$ cat src/rtl/seq_alu.sv
// -----------------------------------------------------------------------------
// seq_alu -- sequential ALU with registered result and flags.
//
// Seven single-cycle operations complete at the edge that samples start.
// Opcode 111 (MUL) is an unsigned shift-add multiply that takes WIDTH cycles.
// The multiplier exists only when SEQ_ALU_MUL_EN is defined. Without it,
// opcode 111 completes in one cycle with Cbus=0, z=1, c=1.
//
// Ports
//   clk          sole clock, rising edge
//   rst          asynchronous, active-high reset
//   start        operation request, sampled only while idle
//   alu_control  opcode: 000 PASA, 001 ADD, 010 SUB, 011 PAS,
//                        100 MUL2, 101 DIV2, 110 DECAC, 111 MUL
//   Abus, Bbus   operands (WIDTH bits)
//   Cbus         registered result
//   z            registered zero flag (new Cbus == 0)
//   c            registered carry / borrow / overflow flag
//   busy         high while a multiply is in progress
//   done         one-cycle pulse after Cbus/z/c take a new value
//
// Configuration macro: SEQ_ALU_MUL_EN
// -----------------------------------------------------------------------------
module seq_alu #(
  parameter int WIDTH = 17
) (
  input  logic             clk,
  input  logic             rst,
  input  logic             start,
  input  logic [2:0]       alu_control,
  input  logic [WIDTH-1:0] Abus,
  input  logic [WIDTH-1:0] Bbus,
  output logic [WIDTH-1:0] Cbus,
  output logic             z,
  output logic             c,
  output logic             busy,
  output logic             done
);

  localparam logic [2:0] OP_PASA  = 3'b000;
  localparam logic [2:0] OP_ADD   = 3'b001;
  localparam logic [2:0] OP_SUB   = 3'b010;
  localparam logic [2:0] OP_PAS   = 3'b011;
  localparam logic [2:0] OP_MUL2  = 3'b100;
  localparam logic [2:0] OP_DIV2  = 3'b101;
  localparam logic [2:0] OP_DECAC = 3'b110;
  localparam logic [2:0] OP_MUL   = 3'b111;

  logic [WIDTH-1:0] cbus_reg, cbus_next;
  logic             z_reg, z_next;
  logic             c_reg, c_next;
  logic             busy_reg, busy_next;
  logic             done_reg, done_next;

  // Single-cycle result, computed straight from the inputs so it can be
  // loaded at the same edge that samples start.
  logic [WIDTH-1:0] alu_res;
  logic             alu_cy;
  logic [WIDTH:0]   add_sum;
  logic [WIDTH:0]   sub_diff;
  logic [WIDTH:0]   dec_diff;

  assign add_sum  = {1'b0, Abus} + {1'b0, Bbus};
  // The extra top bit of each difference is the borrow out.
  assign sub_diff = {1'b0, Abus} - {1'b0, Bbus};
  assign dec_diff = {1'b0, Abus} - {{WIDTH{1'b0}}, 1'b1};

  always_comb begin
    alu_res = '0;
    alu_cy  = 1'b0;
    case (alu_control)
      OP_PASA:  alu_res = Abus;
      OP_ADD:   {alu_cy, alu_res} = add_sum;
      OP_SUB:   {alu_cy, alu_res} = sub_diff;
      OP_PAS:   alu_res = Bbus;
      OP_MUL2:  begin
        alu_res = {Bbus[WIDTH-2:0], 1'b0};
        alu_cy  = Bbus[WIDTH-1];
      end
      OP_DIV2:  begin
        alu_res = {1'b0, Bbus[WIDTH-1:1]};
        alu_cy  = Bbus[0];
      end
      OP_DECAC: {alu_cy, alu_res} = dec_diff;
      default: begin
`ifdef SEQ_ALU_MUL_EN
        // MUL is handled by the multi-cycle path; this value is never loaded.
        alu_res = '0;
        alu_cy  = 1'b0;
`else
        // No multiplier: MUL reports a zero result with the overflow flag set.
        alu_res = '0;
        alu_cy  = 1'b1;
`endif
      end
    endcase
  end

`ifdef SEQ_ALU_MUL_EN
  localparam int CW = (WIDTH > 1) ? $clog2(WIDTH) : 1;
  localparam logic [CW-1:0] LAST_ITER = CW'(WIDTH - 1);

  typedef enum logic {
    IDLE,
    MUL
  } state_t;

  state_t               state_reg, state_next;
  logic [2*WIDTH-1:0]   mcand_reg, mcand_next;   // latched A, shifted left each iteration
  logic [WIDTH-1:0]     mplier_reg, mplier_next; // latched B, shifted right each iteration
  logic [2*WIDTH-1:0]   acc_reg, acc_next;
  logic [CW-1:0]        count_reg, count_next;
  logic [2*WIDTH-1:0]   partial;

  // Accumulator value after the current multiplier bit has been applied.
  assign partial = acc_reg + (mplier_reg[0] ? mcand_reg : '0);
`endif

  always_comb begin
    cbus_next = cbus_reg;
    z_next    = z_reg;
    c_next    = c_reg;
    busy_next = busy_reg;
    done_next = 1'b0;
`ifdef SEQ_ALU_MUL_EN
    state_next  = state_reg;
    mcand_next  = mcand_reg;
    mplier_next = mplier_reg;
    acc_next    = acc_reg;
    count_next  = count_reg;

    case (state_reg)
      IDLE: begin
        if (start) begin
          if (alu_control == OP_MUL) begin
            state_next  = MUL;
            busy_next   = 1'b1;
            mcand_next  = {{WIDTH{1'b0}}, Abus};
            mplier_next = Bbus;
            acc_next    = '0;
            count_next  = '0;
          end else begin
            cbus_next = alu_res;
            c_next    = alu_cy;
            z_next    = (alu_res == '0);
            done_next = 1'b1;
          end
        end
      end
      MUL: begin
        acc_next    = partial;
        mcand_next  = mcand_reg << 1;
        mplier_next = mplier_reg >> 1;
        count_next  = count_reg + CW'(1);
        if (count_reg == LAST_ITER) begin
          // Last multiplier bit: publish the product straight from partial.
          state_next = IDLE;
          busy_next  = 1'b0;
          count_next = '0;
          cbus_next  = partial[WIDTH-1:0];
          c_next     = |partial[2*WIDTH-1:WIDTH];
          z_next     = (partial[WIDTH-1:0] == '0);
          done_next  = 1'b1;
        end
      end
      default: state_next = IDLE;
    endcase
`else
    if (start) begin
      cbus_next = alu_res;
      c_next    = alu_cy;
      z_next    = (alu_res == '0);
      done_next = 1'b1;
    end
`endif
  end

  always_ff @(posedge clk or posedge rst) begin
    if (rst) begin
      cbus_reg   <= '0;
      z_reg      <= 1'b0;
      c_reg      <= 1'b0;
      busy_reg   <= 1'b0;
      done_reg   <= 1'b0;
`ifdef SEQ_ALU_MUL_EN
      state_reg  <= IDLE;
      mcand_reg  <= '0;
      mplier_reg <= '0;
      acc_reg    <= '0;
      count_reg  <= '0;
`endif
    end else begin
      cbus_reg   <= cbus_next;
      z_reg      <= z_next;
      c_reg      <= c_next;
      busy_reg   <= busy_next;
      done_reg   <= done_next;
`ifdef SEQ_ALU_MUL_EN
      state_reg  <= state_next;
      mcand_reg  <= mcand_next;
      mplier_reg <= mplier_next;
      acc_reg    <= acc_next;
      count_reg  <= count_next;
`endif
    end
  end

  assign Cbus = cbus_reg;
  assign z    = z_reg;
  assign c    = c_reg;
  assign busy = busy_reg;
  assign done = done_reg;

endmodule

$ cat config.mk
export PLATFORM = sky130hd
export DESIGN_NAME = seq_alu
export DESIGN_NICKNAME = d
export VERILOG_FILES = /design/src/rtl/seq_alu.sv
export SDC_FILE = /design/constraint.sdc
export NUM_CORES = 1
export LEC_CHECK = 0
export ABC_AREA = 0
export BUFFER_PORTS_ARGS = -buffer_cell sky130_fd_sc_hd__buf_2
export CAP_MARGIN = 20
export CORE_MARGIN = 5
export CORE_UTILIZATION = 65
export CTS_BUF_LIST = sky130_fd_sc_hd__clkbuf_2
export DETAILED_ROUTE_END_ITERATION = 16
export PLACE_DENSITY_LB_ADDON = 0.08
export SYNTH_ARGS = -nofsm -noshare
export SYNTH_HDL_FRONTEND = slang
export SYNTH_SLANG_ARGS = --single-unit
export TNS_END_PERCENT = 1
$ cat constraint.sdc
create_clock -name clk -period 1.2 [get_ports clk]
set_input_delay 0.24 -clock clk [delete_from_list [all_inputs] [get_ports clk]]
set_output_delay 0.24 -clock clk [all_outputs]
set_load 0.05 [all_outputs]
==> reports/qor.txt, run 1 <==
YS warnings - 0
Seq/Total Area, Yosys - 13.1%
Status - aborted with a tool error
Post-synth EDFFs - 0
Area share of and/or/nand/nor cells after synthesis - 21.8%
Area leader, netlist - dfrtp_1
# IOs - 61
Initial Utilization - 65.6%
Adder-cell share of the synthesized area - 12.8%
Post-Syn Area per Cell - 7.19 um^2
CTS max path bufs - 2
Sink Count - 20
Cts bufs inserted - 3
Post-CTS Setup Inserts - 5
Compound-Gate Fraction of Synth Area - 34.7%
Largest family of logic cells by synthesized area - compound AO/OA/AOI/OAI gates
Synth cell types - 78
FP Rows - 28
Synth area leaders - dfrtp_1 13%, ha_1 12%, inv_1 5.4%
Die Wd - 86.6 um
CTS H-Tree Depth - 1
Hpwl dp - 16300 um
Tool error - [ERROR DPL-0038] Utilization greater than 100%, impossible to legalize
Asr flop ratio synth - 100%
Mux cell area share after synthesis - 2.92%
Count of input and output buffers - 59
Synth Area in XOR/XNOR - 5.01%
Syn nets - 609
Post-synth top area share - 13.1%
Mapped Area - 3820 um^2
Count leader, synth - inv_1
FF+latch count, synth - 20
Synth Flop Type - dfrtp_1
Gpl congestion - 1.04
Cts hold-fix bufs - 1
Die H - 86.6 um
Stopped at - clock tree synthesis
Cells resized by post-CTS repair - 102
Cells after synthesis - 531
CTS Root Cell - clkbuf_2
Top cells by count, synth - 55 x inv_1, 41 x nor2_1, 40 x nand2_1, 38 x a21oi_1, 36 x ha_1
cell families after synthesis:
group	Yosys count
AOI/OAI and AO/OA	185
and+or+nand+nor	163
buffers and inverters	92
adders and majority gates	38
xor gates and xnor gates	21
DFF	20
muxes	11
other	1
per-stage QoR:
stage,setup slack (ps),setup TNS (ps),hold WS (ps),area [um^2],cells
floorplan,-1380,-16140,204,3860,531
global placement,-1690,-23420,267,5660,838
detailed placement,-1930,-26930,303,5660,838
==> run 2, diff against run 1 <==
Settings changed: CORE_UTILIZATION 65 to 40, CTS_BUF_LIST sky130_fd_sc_hd__clkbuf_2 to not set, PLACE_DENSITY_LB_ADDON 0.08 to 0.15.
==> run 2 against run 1 <==
Against the previous run: the flow now finishes, with violations (negative setup slack); synthesized area is the same; synthesized cell count unchanged.
==> reports/qor.txt, run 2 <==
Crit-path cells - buf_6 -> clkinvlp_4 -> buf_4 -> fa_2 -> buf_4 -> o21bai_1 -> a21oi_1 -> xnor2_1 -> a32o_1 -> a21oi_2 -> nand4_1 -> nor4_2 -> buf_4 -> nand4_1 -> o32ai_2
Worst Path Required - 1360 ps
FF+latch count, synth - 20
Area share of and/or/nand/nor cells after synthesis - 21.8%
Fmax - 0.375 GHz
Slew HR - 39.4%
WL/cell - 17.0 um
CTS max path bufs - 2
Synthesis-to-layout area growth - 63.5%
Cts bufs inserted - 3
Skew final - 0 ps
P per Cell Area - 704 nW/um^2
Syn nets - 609
Hpwl dp - 12400 um
Fin crit period - 2670 ps
Commonest non-fill, non-tap cell in the layout - buf_4
Fin. max-slew vios - 0
Routed Antenna Nets - 0
Multi-input logic area - 3370 um^2
CP delay by family, top - compound AO/OA/AOI/OAI gates
Max Cap Viol - 0
Reg2Reg Launch Point - Cbus[5]
Crit Path Max Fanout - 4
Count leader, synth - inv_1
Least-Margin Pin Slew - 905 ps
First DRT Iteration DRCs - 283
Nets - 850
Reg-to-reg slack, setup - 380 ps
Final setup viols - 19
Layout cell share with drive strength beyond 1 - 46.8%
First-pass GRT wire length - 24900 um
Failing checks - negative setup slack
Mapped Area - 3820 um^2
Area leader, netlist - dfrtp_1
Sink Count - 20
# IOs - 61
Post-synth EDFFs - 0
Pleak - 2.93 nW
Buf/Inv on CP - 5
Grt total ovfl - 0
CTS H-Tree Depth - 1
Top cells by count, synth - 55 x inv_1, 41 x nor2_1, 40 x nand2_1, 38 x a21oi_1, 36 x ha_1
FP Rows - 35
Die area - 11600 um^2
Seq/Total Area, Yosys - 13.1%
DRC viols - 0
Worst EP arrival - 2830 ps
Compound-Gate Fraction of Synth Area - 34.7%
Synth cell types - 78
Largest register FFs - 17
Synth area leaders - dfrtp_1 13%, ha_1 12%, inv_1 5.4%
Total GRT Usage - 26.3%
Count of input and output buffers - 59
CP Class - input port to flip-flop
Reg-to-Reg End - Cbus[5]
Storage element area - 500 um^2
Largest family of logic cells by synthesized area - compound AO/OA/AOI/OAI gates
Layout fillers - 848
Clock Latency Late Sink - 250 ps
Setup WS post-layout - -1470 ps
Most frequent cells in the layout - 207 x buf_4, 56 x buf_2, 53 x inv_1
Synth Area in XOR/XNOR - 5.01%
Vias/cell - 5.63
First-pass DRT Iterations - 5
Pin count of the biggest net entering global routing - 26
Cts hold-fix bufs - 0
CP dominant cell by count - buf_4
Adder-cell share of the synthesized area - 12.8%
Initial antenna violation count - 0
Vias in the first global route - 5040
Setup crit end kind - flip-flop
Fin. Hold Viols - 0
Vias - 5064
Core area - 9280 um^2
Antenna cells - 0
RSZ-0062 raised after global routing - true
Setup slack at placement - -1920 ps
Mux cell area share after synthesis - 2.92%
Post-Syn Area per Cell - 7.19 um^2
Ratio of final minimum period to clock period - 222%
YS warnings - 0
Fin area - 6240 um^2
Initial Utilization - 41.1%
Gpl congestion - 0.906
Asr flop ratio synth - 100%
CTS Root Cell - clkbuf_8
Final wirelength - 15300 um
Die Wd - 108 um
Synth Flop Type - dfrtp_1
Slowest cell on crit path - fa_2
Reg2reg path depth - 2
Crit path largest cell delay - 430 ps
Status - complete, but fails checks
Min-Delay Path Class - input port to asynchronous set/reset pin
Clock tree from TritonCTS - done
Post-synth top area share - 13.1%
Die H - 108 um
Peak supply drop - 0.756 mV
Clock-pin slew on the worst setup and hold paths - 70 ps
Cells after synthesis - 531
Dpl cell area - 5740 um^2
CP Launch Type - input port
==> run 2: cell counts after synthesis <==
No cell type changed its count.
==> run 2: area by class of cell <==
type / count / area share, %
clock buffers: 3 / 0.661
inverters: 58 / 3.55
multi-input cells: 419 / 54.1
flip-flops and latches: 20 / 8.02
well taps: 129 / 2.59
repair buffers: 270 / 31.1
==> run 2: metal layers <==
layer	GRT usage (%)	up-vias	routed length [um]
met5	0	-	0
met4	6.31	0	416
met3	1.98	33	851
met2	46.5	191	7540
met1	34.5	2400	6490
li1	-	2440	-
==> run 2: kinds of logic after synthesis <==
logic type	after synthesis
multiplexers	11
buffers and inverters	92
other	1
XOR/XNOR	21
AO/OA/AOI/OAI	185
flip-flops	20
adder cells (fa/ha/maj)	38
AND/OR/NAND/NOR	163
==> run 2: tightest hold or removal path, stage by stage <==
cell and delay (ps):
buf_2 90, inv_1 40, buf_4 260
==> run 2: how the worst max path moves through the flow <==
stage / end / cells past startpoint / startpoint / slack (ps)
final: z / 15 / Abus[1] / -1470
after detailed placement: z / 13 / Bbus[4] / -1920
after floorplan: z / 12 / Abus[1] / -1380
after global placement: z / 12 / Abus[1] / -1790
after CTS: z / 13 / Bbus[0] / -1410
after global routing: z / 13 / Abus[1] / -1550
==> run 2: what timing repair did <==
item / in CTS / in global routing
resized for setup: 67 / 17
cloned: 0 / 0
endpoints found under the setup margin: 19 / 19
pin swaps: 25 / 10
buffers inserted: 6 / 1
==> run 2: through the flow <==
step	hold WS [ps]	utilization, %	setup TNS, ps	std cells	power, W
after floorplan	204	-	-16140	531	0.00235
after detailed placement	291	61.8	-25780	889	0.00364
final	3.96	67.2	-17780	899	0.00439
after global placement	268	61.8	-24980	889	0.00360
after global routing	50.2	67.2	-19370	899	0.00466
after CTS	16.2	66.1	-17070	898	0.00430
==> run 2: power breakdown <==
| group | switching, W | internal [W] | total [W] |
|---|---|---|---|
| combinational | 0.00173 | 0.00141 | 0.00315 |
| sequential | 0.0000461 | 0.000767 | 0.000814 |
| clock | 0.000210 | 0.000223 | 0.000433 |
No activity file was read; power rests on OpenSTA's default activity.
